**src/rtl/pattern_generator_pkg.sv**
```systemverilog
// pattern_generator_pkg: shared defaults and FSM state encoding for the pattern generator
package pattern_generator_pkg;
  localparam int PG_NUM_CH = 16;
  localparam int PG_WORD_W = 16;
  localparam int PG_DIV_W = 8;
  typedef enum logic [1:0] {IDLE, PRIME, RUN, STALL} state_t;
endpackage

```
**src/rtl/pattern_generator_p2s.sv**
```systemverilog
// parallel_to_serial: one channel's hold word, shift register and registered pin bit
module parallel_to_serial
  import pattern_generator_pkg::*;
#(
  parameter int WORD_W = PG_WORD_W
) (
  input  logic              clk,
  input  logic              rst,
  input  logic              en,
  input  logic              clear,
  input  logic              load,
  input  logic              transfer,
  input  logic              shift,
  input  logic              keep,
  input  logic [WORD_W-1:0] data,
  output logic              full,
  output logic              bit_out
);
  logic [WORD_W-1:0] hold, sh;
  always_ff @(posedge clk or negedge rst)
    if (!rst) begin
      hold <= '0;
      sh <= '0;
      full <= 1'b0;
      bit_out <= 1'b0;
    end else begin
      if (load) hold <= data;
      full <= clear ? 1'b0 : load ? 1'b1 : transfer && !keep ? 1'b0 : full;
      sh <= transfer ? hold >> 1 : shift ? sh >> 1 : sh;
      bit_out <= !en ? 1'b0 : transfer ? hold[0] : shift ? sh[0] : bit_out;
    end
endmodule

```
**src/rtl/pattern_generator.sv**
```systemverilog
// pattern_generator: streams round-robin channel words out as LSB-first pin patterns at the divided tick rate
// Optional `PATTERN_LOOP_EN adds loop_mode: each channel replays its first word forever.
module pattern_generator
  import pattern_generator_pkg::*;
#(
  parameter int NUM_CH = PG_NUM_CH,
  parameter int WORD_W = PG_WORD_W,
  parameter int DIV_W = PG_DIV_W
) (
  input  logic              clk,
  input  logic              rst,
  input  logic [WORD_W-1:0] in_data,
  input  logic              in_valid,
  output logic              in_ready,
  input  logic              gen_enable,
  input  logic [DIV_W-1:0]  clock_divisor,
  input  logic [NUM_CH-1:0] channel_enable,
`ifdef PATTERN_LOOP_EN
  input  logic              loop_mode,
`endif
  output logic [NUM_CH-1:0] probe_out,
  output logic [NUM_CH-1:0] probe_oe,
  output logic              active,
  output logic              underrun
);
  localparam int PTR_W = $clog2(NUM_CH);
  localparam int BIT_W = $clog2(WORD_W);
  state_t state, state_nxt;
  logic gen_q, gen_rise, tick, boundary, starve, cfg_loop, loop_in, accept;
  logic [DIV_W-1:0] cfg_div, cnt;
  logic [NUM_CH-1:0] cfg_en, full, en_nxt;
  logic [PTR_W-1:0] ptr, nxt_ptr, first_ptr, cand;
  logic [BIT_W-1:0] bitcnt;
`ifdef PATTERN_LOOP_EN
  assign loop_in = loop_mode;
`else
  assign loop_in = 1'b0;
`endif
  assign gen_rise = gen_enable & ~gen_q;
  assign tick = state == RUN && cnt == cfg_div;
  assign boundary = tick && bitcnt == '0;
  assign starve = boundary && (full & cfg_en) != cfg_en;
  assign in_ready = (state == PRIME || state == RUN) && !full[ptr];
  assign accept = in_valid && in_ready;
  assign active = state == RUN;
  assign en_nxt = gen_rise ? channel_enable : cfg_en;
  always_comb begin
    state_nxt = !gen_enable ? IDLE
              : state == IDLE ? (gen_rise && channel_enable != '0 ? PRIME : IDLE)
              : state == PRIME ? ((full & cfg_en) == cfg_en ? RUN : PRIME)
              : state == RUN && starve ? STALL : state;
    nxt_ptr = ptr;
    cand = ptr;
    for (int k = NUM_CH - 1; k >= 1; k--) begin
      cand = ptr + PTR_W'(k);
      if (cfg_en[cand]) nxt_ptr = cand;
    end
    first_ptr = PTR_W'(NUM_CH - 1);
    for (int k = NUM_CH - 1; k >= 0; k--)
      if (channel_enable[k]) first_ptr = PTR_W'(k);
  end
  always_ff @(posedge clk or negedge rst)
    if (!rst) begin
      state <= IDLE;
      gen_q <= 1'b0;
      cfg_div <= '0;
      cfg_en <= '0;
      cfg_loop <= 1'b0;
      ptr <= '0;
      cnt <= '0;
      bitcnt <= '0;
      underrun <= 1'b0;
      probe_oe <= '0;
    end else begin
      state <= state_nxt;
      gen_q <= gen_enable;
      if (gen_rise) begin
        cfg_div <= clock_divisor;
        cfg_en <= channel_enable;
        cfg_loop <= loop_in;
      end
      ptr <= gen_rise ? first_ptr : accept ? nxt_ptr : ptr;
      cnt <= state != RUN || tick ? '0 : cnt + 1'b1;
      bitcnt <= state != RUN ? '0 : !tick ? bitcnt : bitcnt == BIT_W'(WORD_W - 1) ? '0 : bitcnt + 1'b1;
      underrun <= gen_rise ? 1'b0 : underrun | starve;
      probe_oe <= state_nxt != IDLE ? en_nxt : '0;
    end
  // a word boundary that finds any hold empty stalls everything, so no channel transfers
  for (genvar i = 0; i < NUM_CH; i++) begin : g_ch
    parallel_to_serial #(.WORD_W(WORD_W)) u_p2s (
      .clk(clk),
      .rst(rst),
      .en(cfg_en[i]),
      .clear(state == IDLE),
      .load(accept && ptr == PTR_W'(i)),
      .transfer(boundary && !starve && cfg_en[i]),
      .shift(tick && bitcnt != '0 && cfg_en[i]),
      .keep(cfg_loop),
      .data(in_data),
      .full(full[i]),
      .bit_out(probe_out[i])
    );
  end
endmodule

```
**config.mk**
```make
export PLATFORM = sky130hd
export DESIGN_NAME = pattern_generator
export DESIGN_NICKNAME = d
export VERILOG_FILES = /design/src/rtl/pattern_generator_pkg.sv /design/src/rtl/pattern_generator_p2s.sv /design/src/rtl/pattern_generator.sv
export SDC_FILE = /design/constraint.sdc
export NUM_CORES = 1
export LEC_CHECK = 0
export CAP_MARGIN = 30
export CORE_AREA = 2 2 253 255
export DETAILED_ROUTE_END_ITERATION = 10
export DIE_AREA = 0 0 255 257
export PLACE_DENSITY = 0.66
export SYNTH_ARGS = -nofsm -noshare
export SYNTH_HDL_FRONTEND = slang
export SYNTH_HIERARCHICAL = 1
export SYNTH_SLANG_ARGS = --single-unit
export TNS_END_PERCENT = 100
```
**constraint.sdc**
```tcl
create_clock -name clk -period 7.8 [get_ports clk]
set_input_delay 1.17 -clock clk [delete_from_list [all_inputs] [get_ports clk]]
set_output_delay 1.17 -clock clk [all_outputs]
set_load 0.01 [all_outputs]
```
==> flow_metrics.py, run 1 <==
metrics = {
    "outcome": {
        "status": "complete, no violations",
    },
    "floorplan": {
        "start_util": 0.446,
        "ios": 79,
        "coreArea_um2": 62700,
        "die_w_um": 255,
        "die_area_um2": 65500,
        "die_h_um": 257,
        "num_rows": 92,
    },
    "logic_synthesis": {
        "async_reset_ff_frac": 1.00,
        "syn_inst": 2292,
        "yosysSeqAreaShare": 0.526,
        "synth_area_um2": 28000,
        "synthTopCellsByArea": "dfrtp_1 (53%), mux2i_1 (9.8%), mux2_4 (7.7%), mux2_2 (5.2%), nand2_1 (4.0%)",
        "synth_warnings": 6,
        "synth_edf_count": 0,
        "synth_top_cell_by_area": "dfrtp_1",
        "synth_cell_types": 68,
        "synth.avg_cell_area_um2": 12.2,
        "ys.flop_type": "dfrtp_1",
        "synth_top_area_share": 0.526,
        "ys_ff_latch": 588,
    },
    "clock_tree": {
        "clockBufferDepth": 3,
        "worstSkewPairLatency_ns": 0.65,
        "hold_buffers": 0,
        "htreeDepth": 2,
        "cts_buffers": 60,
        "cts_tree": "built",
        "cts.sinks": 588,
        "clock-root-buffer": "clkbuf_16",
        "cts.repair.resized": 0,
        "postCtsSetupRepairBufs": 0,
        "path_clk_slew_ns": 0.07,
    },
    "route": {
        "drtIter0Drc": 1242,
        "routed_wl_um": 68600,
        "drtPass1Iterations": 5,
        "route.detailed.drc": 0,
        "avgRoutedWirePerCell_um": 21.0,
        "vias": 17598,
        "viasPerCell": 5.40,
        "antenna_left": 0,
    },
    "final_layout": {
        "multi_input_area_um2": 12000,
        "final_cell_area_um2": 31500,
        "drive_above_1_share": 0.198,
        "seqCellArea_um2": 14700,
        "fin_nets": 2428,
        "area_growth_pct": 12.7,
        "num_antenna_cells": 0,
        "final_cells": 3257,
        "fillers": 5409,
        "post-route-util": 0.502,
    },
    "timing": {
        "fmax_mhz": 189,
        "setup_tns_ns": 0,
        "hold_violations": 0,
        "relSlewSlack": 0.268,
        "tightest_slew_ns": 1.07,
        "period_share": 0.680,
        "min_period_ns": 5.30,
        "drv_slew": 0,
        "setup_ws_ns": 2.50,
        "setup_viol": 0,
        "rsz0062_at_grt": "false",
        "worst_clock_skew_ns": 0.0320,
    },
    "worst_setup_path": {
        "crit_path_top_delay_cell": "ha_1",
        "critPathBufInv": 1,
        "endpoint_kind": "flop",
        "reg2reg_depth": 11,
        "reg2reg_to": "ptr[1]",
        "cp_max_fo": 24,
        "cp-endpoint": "ptr[1]",
        "crit_chain": "inv_1, ha_1, mux2_2, mux4_2, mux2i_1, nand4_1, nor4_4, nand2_2, o21ai_2, o21bai_1, mux2i_1",
        "critPathMostFrequentCell": "mux2i_1",
        "critical_path_arrival_ns": 5.84,
        "cp.depth": 11,
        "crit_family": "multiplexers",
        "r2r_setup_slack_ns": 2.50,
        "worstPathRequired_ns": 8.34,
        "critPathMaxStageDelay_ns": 0.99,
        "crit_start": "ptr[1]",
        "worstSetupStartpointType": "flop",
        "critPathKind": "reg -> reg",
        "r2r-start": "ptr[1]",
    },
    "placed_design": {
        "place_hpwl_um": 43600,
        "port_buffers": 78,
        "dpl_cell_area_um2": 29300,
        "place_congestion": 0.915,
        "dp_cells": 3143,
        "post-place-ws_ns": 2.53,
    },
    "run": {
        "maxCapViolCount": 0,
    },
    "pwr": {
        "powerDensity_nw_per_um2": 334,
        "p_leak_uw": 0.0134,
        "peakVddDrop_mv": 0.250,
    },
    "global_route": {
        "antenna_found_initial": 7,
        "grt_pass1_wl_um": 107000,
        "grt_pass1_vias": 17643,
        "grt_max_degree": 172,
        "gr-usage-all-layers": 0.212,
        "globalRouteOverflowTotal": 0,
    },
    "min_path": {
        "hp-class": "reg -> reg",
    },
}
-- per-stage QoR --
step / hold WS [ns] / power [uW]
floorplan: 0.449 / 6550
global placement: 0.458 / 7460
detailed placement: 0.466 / 7500
CTS: 0.468 / 10600
global route: 0.499 / 11100
finish: 0.473 / 10500
-- routing by layer --
layer / wire length [um] / track usage / share of wire
met5: 0 / 0 / 0
met4: 2210 / 0.0731 / 0.032
met3: 2840 / 0.0282 / 0.041
met2: 32400 / 0.341 / 0.47
met1: 31100 / 0.296 / 0.45
-- report_power, final --
part           internal (uW)  total (uW)  switching (uW)
clock network           1810        3020            1210
registers               3720        4150             435
logic                   1640        3340            1690
-- cell type report --
class,instances,area share
clock inverter,21,0.00929
tap,846,0.0336
clock buffer,88,0.0577
sequential,588,0.467
timing repair buffer,132,0.0450
inverter,65,0.00775
multi-input combinational,1517,0.380
-- synthesized netlist by cell type (17+ instances only) --
cell      count
xnor2_1      19
and2_1       19
inv_1        65
o21ai_0     153
dfrtp_1     588
nor3_1       25
a21oi_1      64
nor2_1       51
nand2_1     299
clkbuf_1     43
mux2_2      128
o21ai_1     131
buf_6        50
and3_1       17
mux2_4      144
ha_1         20
mux2i_1     273
buf_2        24
-- worst min-delay path by stage --
stage,startpoint,endpoint,slack [ns],cells after the start
floorplan,g_ch[0].u_p2s/hold[5],g_ch[0].u_p2s/sh[4],0.45,2
global placement,g_ch[8].u_p2s/hold[5],g_ch[8].u_p2s/sh[4],0.46,2
detailed placement,g_ch[10].u_p2s/hold[6],g_ch[10].u_p2s/sh[5],0.47,2
CTS,g_ch[11].u_p2s/hold[6],g_ch[11].u_p2s/sh[5],0.47,2
global route,g_ch[10].u_p2s/hold[7],g_ch[10].u_p2s/sh[6],0.50,2
finish,g_ch[11].u_p2s/hold[6],g_ch[11].u_p2s/sh[5],0.47,2
-- logic make-up after synthesis --
logic type | after synthesis | share of synthesized area
AOI/OAI and AO/OA | 413 | 0.0807
and+or+nand+nor | 465 | 0.0727
muxes | 577 | 0.251
xor gates and xnor gates | 26 | 0.00868
DFF | 588 | 0.526
other | 1 | 0.000134
buffers and inverters | 202 | 0.0511
adders and majority gates | 20 | 0.00895
-- cell usage in the layout, fill, tap and decap left out, drive strengths merged, types with 5 or more instances in the layout --
cell / count
o21a: 9
nand2: 300
clkinv: 12
nand3: 11
conb: 16
and2: 19
inv: 66
nor2b: 15
mux2i: 273
nor2: 52
clkdlybuf4s50: 71
xnor2: 19
o22ai: 8
mux4: 26
o21ai: 285
a31oi: 5
nor4: 5
bufinv: 6
ha: 20
xor2: 7
mux2: 278
dfrtp: 588
clkbuf: 92
a21oi: 64
buf: 57
a22o: 16
nor3: 25
and3: 17
-- worst min-delay path, delay by kind of cell, from the launching register on --
kind / cells / cell delay, ns
AND/OR/NAND/NOR: 1 / 0.05
flip-flops: 1 / 0.33
AO/OA/AOI/OAI: 1 / 0.07
-- flip-flops by register name, summed over array words and instances, names as in the netlist --
register	flops
bitcnt	4
cfg_div	8
cfg_en	16
cnt	8
g_ch.u_p2s/bit_out	16
g_ch.u_p2s/full	16
g_ch.u_p2s/hold	256
g_ch.u_p2s/sh	240
gen_q	1
probe_oe	16
ptr	4
state	2
underrun	1
Note: power is estimated with default switching activity, not from simulation.
==> inputs of run 2 (changes only) <==
--- a/config.mk
+++ b/config.mk
@@ -9,7 +9,7 @@
 export CORE_AREA = 2 2 253 255
 export DETAILED_ROUTE_END_ITERATION = 10
 export DIE_AREA = 0 0 255 257
-export PLACE_DENSITY = 0.66
+export PLACE_DENSITY = 0.68
 export SYNTH_ARGS = -nofsm -noshare
 export SYNTH_HDL_FRONTEND = slang
 export SYNTH_HIERARCHICAL = 1
==> constraint.sdc (replaced) <==
create_clock -name clk -period 4.5 [get_ports clk]
set_input_delay 0.675 -clock clk [delete_from_list [all_inputs] [get_ports clk]]
set_output_delay 0.675 -clock clk [all_outputs]
set_load 0.01 [all_outputs]
==> run 2 against run 1 <==
Critical path depth is 6 lower. Via count is 1.3% higher. Global-route usage is 0.12 points higher. Register-to-register slack worse by 1.7 ns. Sequential share of layout area is 0.12 points higher. Combinational power is 78% higher. Critical endpoint is now in_ready.
==> flow_metrics.py, run 2 (synthesis results as in run 1) <==
metrics = {
    "min_path": {
        "hp-class": "reg -> reg",
        "worstHoldStart": "g_ch[6].u_p2s/hold[6]",
        "min_path_cells": 2,
    },
    "worst_setup_path": {
        "crit_chain": "buf_4, mux4_1, mux4_2, nor2b_1, clkdlybuf4s50_1",
        "crit_start": "ptr[0]",
        "worstPathRequired_ns": 3.83,
        "reg2reg_depth": 10,
        "crit_family": "multiplexers",
        "critPathMaxStageDelay_ns": 0.63,
        "crit_path_top_delay_cell": "mux4_1",
        "critical_path_arrival_ns": 3.31,
        "r2r-start": "ptr[0]",
        "critPathKind": "reg -> out",
        "cp_max_fo": 30,
        "endpoint_kind": "primary output",
        "critPathBufInv": 2,
        "worstSetupStartpointType": "flop",
        "cp.depth": 5,
    },
    "final_layout": {
        "final_cells": 3287,
        "drive_above_1_share": 0.204,
        "multi_input_area_um2": 12000,
        "area_growth_pct": 12.4,
        "largest_register_ffs": 256,
        "reg.largest.list": "g_ch.u_p2s/hold: 256 flops, g_ch.u_p2s/sh: 240 flops",
        "seqCellArea_um2": 14700,
        "top_register": "g_ch.u_p2s/hold",
        "layout_commonest_cell": "dfrtp_1",
        "fin_nets": 2460,
        "final_cell_mix": "dfrtp_1 (588), nand2_1 (299), mux2i_1 (273), o21ai_0 (153), mux2_4 (144)",
        "num_antenna_cells": 0,
        "fillers": 5431,
    },
    "clock_tree": {
        "worstSkewPairLatency_ns": 0.63,
        "postCtsSetupRepairBufs": 0,
        "clock-root-buffer": "clkbuf_16",
        "path_clk_slew_ns": 0.06,
        "clockBufferDepth": 3,
        "cts_buffers": 60,
        "htreeDepth": 2,
        "cts.sinks": 588,
        "cts_tree": "built",
    },
    "timing": {
        "min_period_ns": 3.98,
        "fmax_mhz": 251,
        "relSlewSlack": 0.345,
        "setup_viol": 0,
        "rsz0062_at_grt": "false",
        "drv_slew": 0,
        "worst_clock_skew_ns": 0.0186,
        "hold_violations": 0,
        "period_share": 0.885,
        "setup_tns_ns": 0,
        "tightest_slew_ns": 0.982,
    },
    "placed_design": {
        "place_congestion": 0.889,
        "dp_cells": 3179,
        "port_buffers": 78,
        "place_hpwl_um": 43300,
    },
    "pwr": {
        "powerDensity_nw_per_um2": 580,
        "internal_power_uw": 12400,
        "p_comb_frac": 0.325,
        "seqPwrFrac": 0.395,
        "switching_share": 0.318,
        "peakVddDrop_mv": 0.339,
        "p_clk_frac": 0.281,
        "p_leak_uw": 0.0135,
        "power_switching_uw": 5800,
    },
    "route": {
        "drtIter0Drc": 1401,
        "route.detailed.drc": 0,
        "antenna_left": 0,
        "viasPerCell": 5.42,
        "avgRoutedWirePerCell_um": 21.0,
        "vias": 17819,
        "routed_wl_um": 68900,
        "drtPass1Iterations": 5,
    },
    "global_route": {
        "globalRouteOverflowTotal": 0,
        "grt_pass1_vias": 18309,
        "grt_pass1_wl_um": 108000,
        "gr-usage-all-layers": 0.213,
        "grt_max_degree": 173,
        "antenna_found_initial": 4,
    },
    "outcome": {
        "status": "complete, no violations",
    },
    "floorplan": {
        "die_w_um": 255,
        "ios": 79,
        "num_rows": 92,
        "start_util": 0.446,
        "coreArea_um2": 62700,
        "die_area_um2": 65500,
        "die_h_um": 257,
    },
    "run": {
        "maxCapViolCount": 0,
    },
}
## run 2: changes by cell type in the layout (fill, tap and decap cells not counted), moves of 2 or more
cell	change
buf_16	-6
clkinv_2	-2
buf_2	+2
clkbuf_16	-4
buf_8	-5
buf_4	+46
clkbuf_1	+9
clkdlybuf4s50_1	-2
clkbuf_8	-9
## run 2: what timing repair did
item / 4_1_cts / 5_1_grt
endpoints found under the hold margin: 11 / 0
gates resized for setup: 0 / 0
hold buffers: 1 / 0
## run 2: power groups by stage
stage / clock [uW] / combinational (uW) / sequential, uW
after floorplan: 0 / 4340 / 7010
after global placement: 0 / 5810 / 7210
after detailed placement: 0 / 5840 / 7270
after CTS: 5210 / 5890 / 7200
after global routing: 5430 / 6340 / 7340
final: 5120 / 5930 / 7200
## run 2: final cells by class
class,count,area share
sequential,588,0.468
inverter,65,0.00776
tap,846,0.0337
clock inverter,19,0.00908
clock buffer,88,0.0550
timing repair buffer,164,0.0456
multi-input combinational,1517,0.381
## run 2: metal layers
metal | track usage | vias to the layer above | routed length (um) | share of wire
li1 | - | 8231 | - | -
met4 | 0.0731 | 2 | 2150 | 0.031
met2 | 0.346 | 395 | 33000 | 0.48
met5 | 0 | - | 13 | 0.00019
met3 | 0.0360 | 123 | 3080 | 0.045
met1 | 0.290 | 9068 | 30700 | 0.45
## run 2: stage by stage
stage	setup WS (ns)	utilization	area [um2]	hold slack, ns	power [uW]
finish	0.518	0.501	31400	0.473	18200
global route	0.402	0.501	31400	0.497	19100
CTS	0.472	0.501	31400	0.482	18300
detailed placement	0.766	0.469	29400	0.469	13100
global placement	0.794	0.469	29400	0.459	13000
floorplan	0.535	-	28000	0.379	11400
## run 2: path summary, 6_finish.rpt
path,to,slack [ns]
worst max-delay path,in_ready,0.52
worst min-delay path,g_ch[6].u_p2s/sh[5],0.47
worst max register to register,ptr[0],0.75
worst min register to register,g_ch[6].u_p2s/sh[5],0.47
max in group asynchronous,g_ch[4].u_p2s/sh[4],2.59
min in group asynchronous,g_ch[5].u_p2s/sh[3],0.61
## run 2: tightest hold or removal path, delay by kind of cell (launching register included)
kind,cells,cell delay [ns]
AOI/OAI and AO/OA,1,0.06
DFF,1,0.34
and+or+nand+nor,1,0.05
==> patch, RTL diff (settings of run 1) <==
The option `PATTERN_LOOP_EN` is turned on by a define.
--- a/src/rtl/pattern_generator.sv
+++ b/src/rtl/pattern_generator.sv
@@ -1,5 +1,7 @@
 // pattern_generator: streams round-robin channel words out as LSB-first pin patterns at the divided tick rate
 // Optional `PATTERN_LOOP_EN adds loop_mode: each channel replays its first word forever.
+`define PATTERN_LOOP_EN
+
 module pattern_generator
   import pattern_generator_pkg::*;
 #(
Interface: changed (added loop_mode); port bits go from 79 to 80. No check against the original RTL was run, so the function may have changed too.
==> patch against run 1 <==
Sequential cell count increased by 1; area after synthesis shrank 0.78%; total power shrank 1.7%; clock skew grew 0.013 ns; setup slack better by 0.86 ns; hold slack lost 0.0053 ns; utilization is 0.79 points lower; combinational power shrank 4%; cell area decreased by 1.6%; wire length up 0.62%.
==> patch: results (changes against run 1) <==
stage,metric,value,unit,change
run_status,run_status,finished clean,,unchanged
global_routing,grt_pass1_vias,17800,,was 17600
route,wl_met3,3.24,mm,was 2.84 mm
worst_setup_path,rrSetupSlack,3.38,ns,was 2.50 ns
global_routing,grt_first_pass_wirelength,107,mm,about the same
route,met2WireLength,32.4,mm,about the same
layout,seq_share,47.5,%,was 46.7%
route,wirelength_met1,31.0,mm,was 31.1 mm
layout,buffers_excl_clock,130,,was 132
clock_tree,cts_buffers,61,,was 60
layout,area_growth,11.8,%,was 12.7%
worst_setup_path,cpMaxStageDelayCell,mux4_1,,was ha_1
layout,multi_input_area_share,37.7,%,was 38.0%
worst_setup_path,cp-startpoint,ptr[0]$_DFFE_PN0P_,,was ptr[1]$_DFFE_PN0P_
global_routing,track_usage,21.3,%,was 21.2%
layout,nonClockInverterCount,66,,was 65
layout,clock_area_share,6.73,%,was 6.70%
logic_synthesis,synth_cell_types,62,,was 68
placement,io_buffers,79,,was 78
global_routing,gr-usage-met3,3.47,%,was 2.82%
route,top_layer_used,met5,,was met4
layout,final_net_count,2387,,was 2428
logic_synthesis,synthTopCellsByCount,"dfrtp_1, nand2_1, mux2i_1, o21ai_0, mux2_4",,unchanged
placement,gp_congestion,0.920,,was 0.915
timing,max_slew_margin,32.0,%,was 26.8%
layout,clock_buffers,87,,was 88
pwr,p_leak,0.0132,µW,was 0.0134 µW
layout,fillers,5439,,was 5409
route,first_iter_violations,1371,,was 1242
worst_setup_path,r2r_cells,10,,was 11
global_routing,antenna_found_initial,4,,was 7
worst_setup_path,crit_required,6.63,ns,was 8.34 ns
logic_synthesis,seq_area_frac_synth,53.1,%,was 52.6%
logic_synthesis,synth.area.top_cells,"dfrtp_1, mux2i_1, mux2_4",,unchanged
pwr,p_seq_share,39.9,%,was 39.5%
placement,dp_cells,3105,,was 3143
layout,stdcell_count,3215,,was 3257
layout,nFlopsAndLatches,589,,was 588
logic_synthesis,syn_area,0.0277,mm²,was 0.0280 mm²
pwr,pg_clk,3010,µW,was 3020 µW
layout,buffer_area_share,3.85,%,was 4.50%
route,viasPerCell,5.47,,was 5.40
layout,drive_above_1_share,19.8,%,about the same
global_routing,use_met2,33.6,%,was 34.1%
global_routing,grt_max_degree,180,,was 172
timing,fin_skew,0.0450,ns,was 0.0320 ns
worst_setup_path,max_stage_delay,0.61,ns,was 0.99 ns
pwr,power.internal,7010,µW,was 7170 µW
logic_synthesis,avgSynthCellArea,12.2,µm²,about the same
[patch: cells by family after synthesis]
| family | after synthesis | synth area share (%) |
|---|---|---|
| multiplexers | 552 | 24.4 |
| XOR/XNOR | 26 | 0.821 |
| adder cells (fa/ha/maj) | 20 | 0.902 |
| AO/OA/AOI/OAI | 421 | 8.47 |
| buffers and inverters | 203 | 5.23 |
| flip-flops | 589 | 53.1 |
| AND/OR/NAND/NOR | 455 | 7.01 |
[patch: worst min path at each step]
stage	start	endpoint	cells after the start
finish	g_ch[11].u_p2s/hold[10]$_DFFE_PN0P_	g_ch[11].u_p2s/sh[9]$_DFFE_PN0P_	2
global route	g_ch[11].u_p2s/hold[10]$_DFFE_PN0P_	g_ch[11].u_p2s/sh[9]$_DFFE_PN0P_	2
CTS	g_ch[11].u_p2s/hold[10]$_DFFE_PN0P_	g_ch[11].u_p2s/sh[9]$_DFFE_PN0P_	2
detailed placement	g_ch[6].u_p2s/hold[6]$_DFFE_PN0P_	g_ch[6].u_p2s/sh[5]$_DFFE_PN0P_	2
global placement	g_ch[6].u_p2s/hold[5]$_DFFE_PN0P_	g_ch[6].u_p2s/sh[4]$_DFFE_PN0P_	2
floorplan	g_ch[0].u_p2s/hold[5]$_DFFE_PN0P_	g_ch[0].u_p2s/sh[4]$_DFFE_PN0P_	2
[patch: critical path, delay by kind of cell (launching register included)]
family | cells | cell delay (ns)
buf+inv | 2 | 0.96
simple gates | 1 | 0.27
mux | 2 | 1.09
flops | 1 | 0.33
[patch: metrics by stage]
step	worst slack, ns	hold slack (ns)
after detailed placement	3.44	0.466
final	3.35	0.467
after global routing	3.19	0.480
after floorplan	4.36	0.449
after global placement	3.42	0.459
after CTS	3.34	0.455
